===== src/rtl/instr_fetch_unit.sv =====
// Instruction fetch sequencer: holds the PC, drives the instruction memory
// address, and captures each 32-bit fetched word into a registered instruction.
// The decoder receives that instruction through a valid/ready handshake.
//
// Latency: mem_ar is the PC register itself. The word is captured on the edge
// that samples mem_data. After reset release, the first instruction is valid
// two edges later: one IDLE settle edge, then the capture edge.
// Backpressure: while ir_valid is high and ir_ready is low, ir, ir_pc and pc
// all hold. A new word is captured only when the IR slot is empty or is being
// consumed in the same cycle.
//
// Ports:
//   Clk, Reset          rising-edge clock; synchronous active-high reset
//   mem_ar  [15:0]      halfword address to instruction memory (== pc)
//   mem_data[31:0]      {H[ar+1], H[ar]} returned combinationally
//   ir, ir_pc, ir_valid instruction word, its address, and its valid flag
//   ir_ready            the decoder takes ir this cycle
//   redirect_en/_pc     load a new PC (bit 0 is forced to zero); top priority
//   halted              high while stopped on HALT_WORD
//   fetch_count         completed handshakes, only when FETCH_PERF_EN is defined
//   stall_count         backpressured cycles, only when FETCH_PERF_EN is defined
//
// Optional build macro: FETCH_PERF_EN. When it is undefined, the two counter
// ports remain and are tied to zero.

module instr_fetch_unit #(
  parameter logic [15:0] RESET_PC  = 16'h0000,
  parameter logic [31:0] HALT_WORD = 32'h0000_0000
) (
  input  logic        Clk,
  input  logic        Reset,
  output logic [15:0] mem_ar,
  input  logic [31:0] mem_data,
  output logic [31:0] ir,
  output logic [15:0] ir_pc,
  output logic        ir_valid,
  input  logic        ir_ready,
  input  logic        redirect_en,
  input  logic [15:0] redirect_pc,
  output logic        halted,
  output logic [15:0] fetch_count,
  output logic [15:0] stall_count
);

  typedef enum logic [1:0] {
    IDLE  = 2'd0,
    FETCH = 2'd1,
    HALT  = 2'd2
  } state_t;

  // The instruction word and the address it came from always move together.
  typedef struct packed {
    logic [31:0] word;
    logic [15:0] pc;
  } fetch_rec_t;

  state_t     state, state_nxt;
  logic [15:0] pc, pc_nxt;
  fetch_rec_t ir_q, ir_nxt;
  logic       ir_valid_q, ir_valid_nxt;
  logic       halted_q, halted_nxt;

  logic       handshake;
  logic       capture;
  logic       is_halt_word;

  // A transfer completes whenever valid meets ready, even in a redirect cycle.
  assign handshake    = ir_valid_q && ir_ready;
  assign capture      = (state == FETCH) && !redirect_en && (!ir_valid_q || ir_ready);
  assign is_halt_word = (mem_data == HALT_WORD);

  // ---------------------------------------------------------------------------
  // State register
  // ---------------------------------------------------------------------------
  always_ff @(posedge Clk) begin
    if (Reset) begin
      state      <= IDLE;
      pc         <= RESET_PC;
      ir_q       <= '0;
      ir_valid_q <= 1'b0;
      halted_q   <= 1'b0;
    end else begin
      state      <= state_nxt;
      pc         <= pc_nxt;
      ir_q       <= ir_nxt;
      ir_valid_q <= ir_valid_nxt;
      halted_q   <= halted_nxt;
    end
  end

  // ---------------------------------------------------------------------------
  // Next-state logic
  // ---------------------------------------------------------------------------
  always_comb begin
    state_nxt    = state;
    pc_nxt       = pc;
    ir_nxt       = ir_q;
    ir_valid_nxt = ir_valid_q;
    halted_nxt   = halted_q;

    if (redirect_en) begin
      // Masking with 16'hFFFE keeps the halfword address even. A pending
      // instruction is dropped; if it was handed over this cycle, the handshake
      // already consumed it.
      pc_nxt       = redirect_pc & 16'hFFFE;
      ir_valid_nxt = 1'b0;
      halted_nxt   = 1'b0;
      state_nxt    = FETCH;
    end else begin
      // Retiring the current instruction. A capture below overrides this.
      if (handshake) begin
        ir_valid_nxt = 1'b0;
      end

      unique case (state)
        IDLE: begin
          // One settle cycle after the reset load of the PC; nothing is sampled.
          state_nxt = FETCH;
        end

        FETCH: begin
          if (capture) begin
            if (is_halt_word) begin
              // The halt word is never presented. ir and ir_pc keep the last
              // real instruction.
              ir_valid_nxt = 1'b0;
              halted_nxt   = 1'b1;
              state_nxt    = HALT;
            end else begin
              ir_nxt.word  = mem_data;
              ir_nxt.pc    = pc;
              ir_valid_nxt = 1'b1;
              pc_nxt       = pc + 16'd2;  // wraps modulo 2^16
            end
          end
        end

        HALT: begin
          // Sticky: only a redirect (above) or Reset leaves this state.
          state_nxt = HALT;
        end

        default: begin
          state_nxt = IDLE;
        end
      endcase
    end
  end

  assign mem_ar   = pc;
  assign ir       = ir_q.word;
  assign ir_pc    = ir_q.pc;
  assign ir_valid = ir_valid_q;
  assign halted   = halted_q;

  // ---------------------------------------------------------------------------
  // Optional performance counters
  // ---------------------------------------------------------------------------
`ifdef FETCH_PERF_EN
  logic        stall;
  logic [15:0] fetch_cnt_q;
  logic [15:0] stall_cnt_q;

  assign stall = ir_valid_q && !ir_ready;

  always_ff @(posedge Clk) begin
    if (Reset) begin
      fetch_cnt_q <= '0;
      stall_cnt_q <= '0;
    end else begin
      if (handshake) fetch_cnt_q <= fetch_cnt_q + 16'd1;
      if (stall)     stall_cnt_q <= stall_cnt_q + 16'd1;
    end
  end

  assign fetch_count = fetch_cnt_q;
  assign stall_count = stall_cnt_q;
`else
  assign fetch_count = '0;
  assign stall_count = '0;
`endif

endmodule


===== config.mk =====
export PLATFORM = sky130hd
export DESIGN_NAME = instr_fetch_unit
export DESIGN_NICKNAME = d
export VERILOG_FILES = /design/src/rtl/instr_fetch_unit.sv
export SDC_FILE = /design/constraint.sdc
export NUM_CORES = 1
export LEC_CHECK = 0
export BUFFER_PORTS_ARGS = -buffer_cell sky130_fd_sc_hd__buf_2
export CAP_MARGIN = 20
export CORE_UTILIZATION = 40
export CTS_CLUSTER_DIAMETER = 100
export CTS_CLUSTER_SIZE = 24
export DETAILED_ROUTE_END_ITERATION = 10
export MAX_ROUTING_LAYER = met4
export PLACE_DENSITY = 0.7
export REMOVE_ABC_BUFFERS = 1
export SLEW_MARGIN = 10
export SYNTH_ARGS = -nofsm -noshare
export SYNTH_HDL_FRONTEND = slang
export SYNTH_SLANG_ARGS = --single-unit

===== constraint.sdc =====
create_clock -name Clk -period 2.3 [get_ports Clk]
set_input_delay 0.46 -clock Clk [delete_from_list [all_inputs] [get_ports Clk]]
set_output_delay 0.46 -clock Clk [all_outputs]
set_load 0.05 [all_outputs]

After elaboration in Yosys (flattened, before gate mapping) --
Index checks and enable logic that the tools add are counted.
Word-level totals: register bits 68, input port bits 52, output and inout port bits 98, word-level logic and storage cells 47
Cells by class: add/subtract/negate cells 1, eq/ne operators 7, multiplexer cells 12, bitwise logic cells 2, reduce and logical (&&, ||, !) cells 17
Operators with widths (number):
- $mux 16 | 4
- $logic_not 32->1 | 1
- $add 16x2->16 const B | 1
- $reduce_and 3->1 | 3
- $ne 2x2->1 const B | 3
- $ne 3x3->1 const B | 2
- $pmux 2 s3 | 1
- $mux 1 | 5
- $mux 2 | 2
- $reduce_and 2->1 | 2
- $reduce_and 4->1 | 1
- $reduce_bool 2->1 | 2
- $logic_and 1x1->1 | 3
- $eq 2x1->1 const B | 1
- $eq 2x2->1 const B | 1
- $logic_not 1->1 | 2
- $logic_not 2->1 | 1
- $not 1->1 | 2
- $reduce_or 2->1 | 1
- $logic_or 1x1->1 | 1

Logic depth before layout (Yosys ltp) --
depth in word-level cells 6, mapped depth 8, mapped depth without buffers 6

Worst setup path after synthesis --
OpenSTA, ideal clock, no wires.
path type register to register, from register pc[4], in the netlist mem_ar[4], to register pc[14], in the netlist mem_ar[14], setup time 91 ps, arrival time 2135 ps, required time 2209 ps, setup slack 74 ps, stages on the path, launching flop included 7, path buffers 1, period minus slack after synthesis 2226 ps, cells stage by stage dfxtp_1 > and4_1 > nand4_1 > or2_0 > clkbuf_2 > or4_1 > a311oi_1
On the way: word-level cells in the longest chain between the ends 5
Ends and longest elaborated chain:
- start: declaration | line 58 | logic [15:0] pc, pc_nxt;
- start signal: assignment | line 84 | pc <= pc_nxt;
- $add 16x2->16 | line 133 | pc_nxt = pc + 16'd2;
- $mux 16 | line 123 | if (is_halt_word) begin
- $mux 16 | line 122 | if (capture) begin
- $mux 16 | line 115 | unique case (state)
- $mux 16 | line 101 | if (redirect_en) begin
No other way between the ends. The select of a mux whose other input is x is not followed. A chain may end at the register's enable or synchronous reset.

Worst setup path after layout --
from input mem_data[14], to register ir_q, in the netlist ir_pc[10]
On the way: word-level cells in the longest chain between the ends 3
Ends and longest elaborated chain:
- start: declaration | line 33 | input logic [31:0] mem_data,
- $logic_not 32->1 | line 70 | assign is_halt_word = (mem_data == HALT_WORD);
- $not 1->1 (no line)
- $reduce_and 4->1 (no line)
- end signal: assignment | line 85 | ir_q <= ir_nxt;
- end: declaration | line 59 | fetch_rec_t ir_q, ir_nxt;
No other way between the ends.

==> impl_metrics.csv <==
group,metric,value,unit
job,maxCapViolCount,0,
power_and_ir_drop,seq_power_share,41.1,%
logic_synthesis,synthCells,399,
worst_setup_path,crit_path_end_kind,"flop",
global_routing,grt_pass1_vias,2984,
worst_setup_path,cp-start-kind,"input pin",
die,die-area,8480,sq um
worst_setup_path,ff2ff_setup_slack,210,ps
logic_synthesis,netlist.top_cell.by_area,"dfxtp_1",
sta,setup_slack,161,ps
global_routing,overflow,0,
route,wl_per_cell,14.4,um
route,dr.pass1.iters,4,
sta,skew,9.46,ps
clock_tree,cts.htree.levels,3,
placed_design,dp.cells,596,
clock_tree,cts_sinks,66,
sta,rsz0062_at_grt,"no",
logic_synthesis,synth_area,3240,sq um
finish,stdcell_count,612,
finish,finalNetCount,560,
logic_synthesis,synth_seq_area_share,40.7,%
global_routing,grt_max_degree,50,
power_and_ir_drop,p_int,1.94,mW
worst_setup_path,cp_top_family,"simple AND/OR/NAND/NOR gates",
global_routing,grt_pass1_wl,14300,um
finish,postLayoutCoreUtil,51.6,%
min_path,min_path_cells,3,
route,drt_iter0_drc,239,
route,route.detailed.drc,0,
power_and_ir_drop,p_comb_share,28.5,%
min_path,hold_end,"ir[4]",
power_and_ir_drop,ir_drop,0.334,mV
worst_setup_path,cp_data_required_time,2490,ps
clock_tree,clock_path_buffers,2,
logic_synthesis,synth.distinct_cells,42,
sta,min_period_over_period,93.0,%
finish,design_area,4010,sq um
power_and_ir_drop,p_leak,1.70,nW
logic_synthesis,synth_area_leaders,"dfxtp_1 (41%), buf_4 (8.1%), nand3_1 (7.9%), a21oi_1 (7.4%), o21ai_0 (7.1%)",
logic_synthesis,avgSynthCellArea,8.13,sq um
worst_setup_path,cp_cell_sequence,"buf_2, nor4_1, nand2_1, or4_2, buf_4, nand3_1, a21oi_1",
route,ant_nets,0,
die,die_w,92.1,um
worst_setup_path,worst-path-stages,7,
route,viasPerCell,5.29,
sta,tightest_slew,587,ps
power_and_ir_drop,p_total,3.15,mW
finish,drive_gt1_share,30.4,%
placed_design,postPlaceCellArea,3810,sq um
worst_setup_path,critPathSlowestCell,"or4_2",
clock_tree,cts_tree,"done",
finish,syn_to_final_growth,23.4,%
logic_synthesis,yosysWarnings,0,
worst_setup_path,reg2reg_to,"mem_ar[14]",
sta,max-slew-margin-rel,60.9,%
clock_tree,cts_made_buffers,9,
power_and_ir_drop,powerDensity,786,nW/um^2
power_and_ir_drop,switching_share,38.2,%
sta,fmax,467,MHz
worst_setup_path,worstPathArrival,2330,ps
die,die_y,92.1,um
power_and_ir_drop,pwr-share-clk,30.4,%
die,placement_rows,32,
finish,diodes,0,
sta,tns,0,ps
logic_synthesis,synth_top_area_share,40.7,%
finish,multi_input_area,1610,sq um
finish,register_area,1320,sq um
worst_setup_path,slowest_delay,750,ps
global_routing,grt_use_total,21.8,%
placed_design,dp_hpwl,6030,um
status,status,"finished, final reports clean",
worst_setup_path,crit_type,"input pin to flop",
power_and_ir_drop,power_switching,1.20,mW
sta,setup_viol,0,
die,start_util,41.8,%
worst_setup_path,r2r-start,"mem_ar[4]",
placed_design,pre_cts_ws,-183,ps
die,design.core.area,7770,sq um
min_path,min_from,"mem_data[4]",
min_path,hold_path.class,"input pin to flop",
clock_tree,cts.hold.buffers_added,0,
finish,fillers,783,
worst_setup_path,crit_buf_inv,2,
global_routing,antenna_found_initial,0,
route,wl,8840,um
sta,final_hold_viol_count,0,
clock_tree,insertion_delay,340,ps
placed_design,port_buffers,114,
sta,fin_worst_hold_slack,372,ps
sta,report.final.slew_viol_count,0,
die,ios,150,
worst_setup_path,cp_max_fo,27,
clock_tree,path_clk_slew,80,ps
sta,period_needed,2140,ps
worst_setup_path,ff2ff_path_depth,5,
logic_synthesis,ys_seq_elements,66,
clock_tree,ctsRootBufferMaster,"clkbuf_8",
clock_tree,postCtsSetupBuffers,0,
route,vias,3240,
placed_design,gp_congestion,0.803,
clock_tree,cts_resized,0,
[Yosys cell counts]
cell type	number
conb_1	1
a2111oi_2	1
a311oi_1	10
nor2_1	14
buf_4	35
buf_2	5
buf_1	8
nand4_1	5
ha_1	3
a21oi_1	48
o21ai_0	46
a2111oi_0	2
and3_1	2
nand3_1	51
o21a_1	2
inv_1	6
nor4_4	1
clkbuf_1	18
and4_1	4
o21ai_1	6
o31ai_1	7
or3_2	1
and2_2	1
dfxtp_1	66
and2_1	1
nor4_1	8
or4_1	8
buf_6	3
nand2_1	14
clkbuf_2	1
or2_0	1
a21boi_1	1
nor3_1	3
or3_1	2
a31oi_1	1
mux2i_1	3
nor4b_1	2
nand2b_1	1
or4_2	1
a211oi_1	2
o21bai_1	3
a21boi_0	1
[worst reg2reg max path, cell delays in order (launching register included)]
cell	delay (ps)
dfxtp_1	440
and4_1	280
nand4_1	130
or2_0	350
or4_1	530
a311oi_1	270
[kinds of logic (layout without fill, tap and decap cells)]
logic type | count (synthesis) | in the layout | synth area share [%]
compound gates | 130 | 130 | 23.0
simple gates | 120 | 120 | 20.3
buf+inv | 76 | 154 | 13.8
flops | 66 | 66 | 40.7
fa+ha+maj | 3 | 3 | 1.16
mux | 3 | 3 | 0.926
other cells | 1 | 34 | 0.116
[per-layer routing]
metal  track usage (%)  routed length, um
met3              4.73                554
met4              10.8                206
met5                 -                  0
met2              32.0               4270
met1              28.2               3810
[layout make-up]
| type | instances | area share [%] |
|---|---|---|
| Clock inverter | 7 | 1.75 |
| Tap cell | 102 | 3.19 |
| Inverter | 6 | 0.562 |
| Timing Repair Buffer | 132 | 18.2 |
| Sequential cell | 66 | 33.0 |
| Clock buffer | 9 | 3.09 |
| Multi-Input combinational cell | 290 | 40.2 |
[cells in the final DEF (no fill, tap or decap), drive strengths merged, types with 2 or more instances in the layout]
cell	count
a2111oi	3
a211oi	2
a21boi	2
a21oi	48
a311oi	10
and2	2
and3	2
and4	4
buf	132
clkbuf	9
clkinv	2
clkinvlp	4
conb	34
dfxtp	66
ha	3
inv	6
mux2i	3
nand2	14
nand3	51
nand4	5
nor2	14
nor3	3
nor4	9
nor4b	2
o21a	2
o21ai	52
o21bai	3
o31ai	7
or3	3
or4	9
[sequential cells by signal (all words and copies together), names as in the netlist]
name and count:
ir 32, ir_pc 15, mem_ar 15, state 2
halted 1, ir_valid 1
[power groups by stage]
| stage | Sequential [mW] | Combinational (mW) | Clock, mW |
|---|---|---|---|
| after global routing | 1.31 | 0.961 | 1.04 |
| final | 1.29 | 0.899 | 0.956 |
| after global placement | 1.31 | 0.886 | 0 |
| after CTS | 1.29 | 0.900 | 0.983 |
| after floorplan | 1.60 | 0.349 | 0 |
| after detailed placement | 1.32 | 0.899 | 0 |
[how the worst max path moves through the flow]
stage / startpoint / end / slack [ps]
final: mem_data[14] / ir_pc[10] / 160
after global routing: mem_data[19] / state[1] / 10
after CTS: mem_data[19] / state[1] / 170
after detailed placement: mem_data[19] / state[1] / -180
after global placement: mem_data[19] / state[1] / -190
after floorplan: mem_data[20] / mem_ar[10] / -660
No activity file was read; power rests on OpenSTA's default activity.
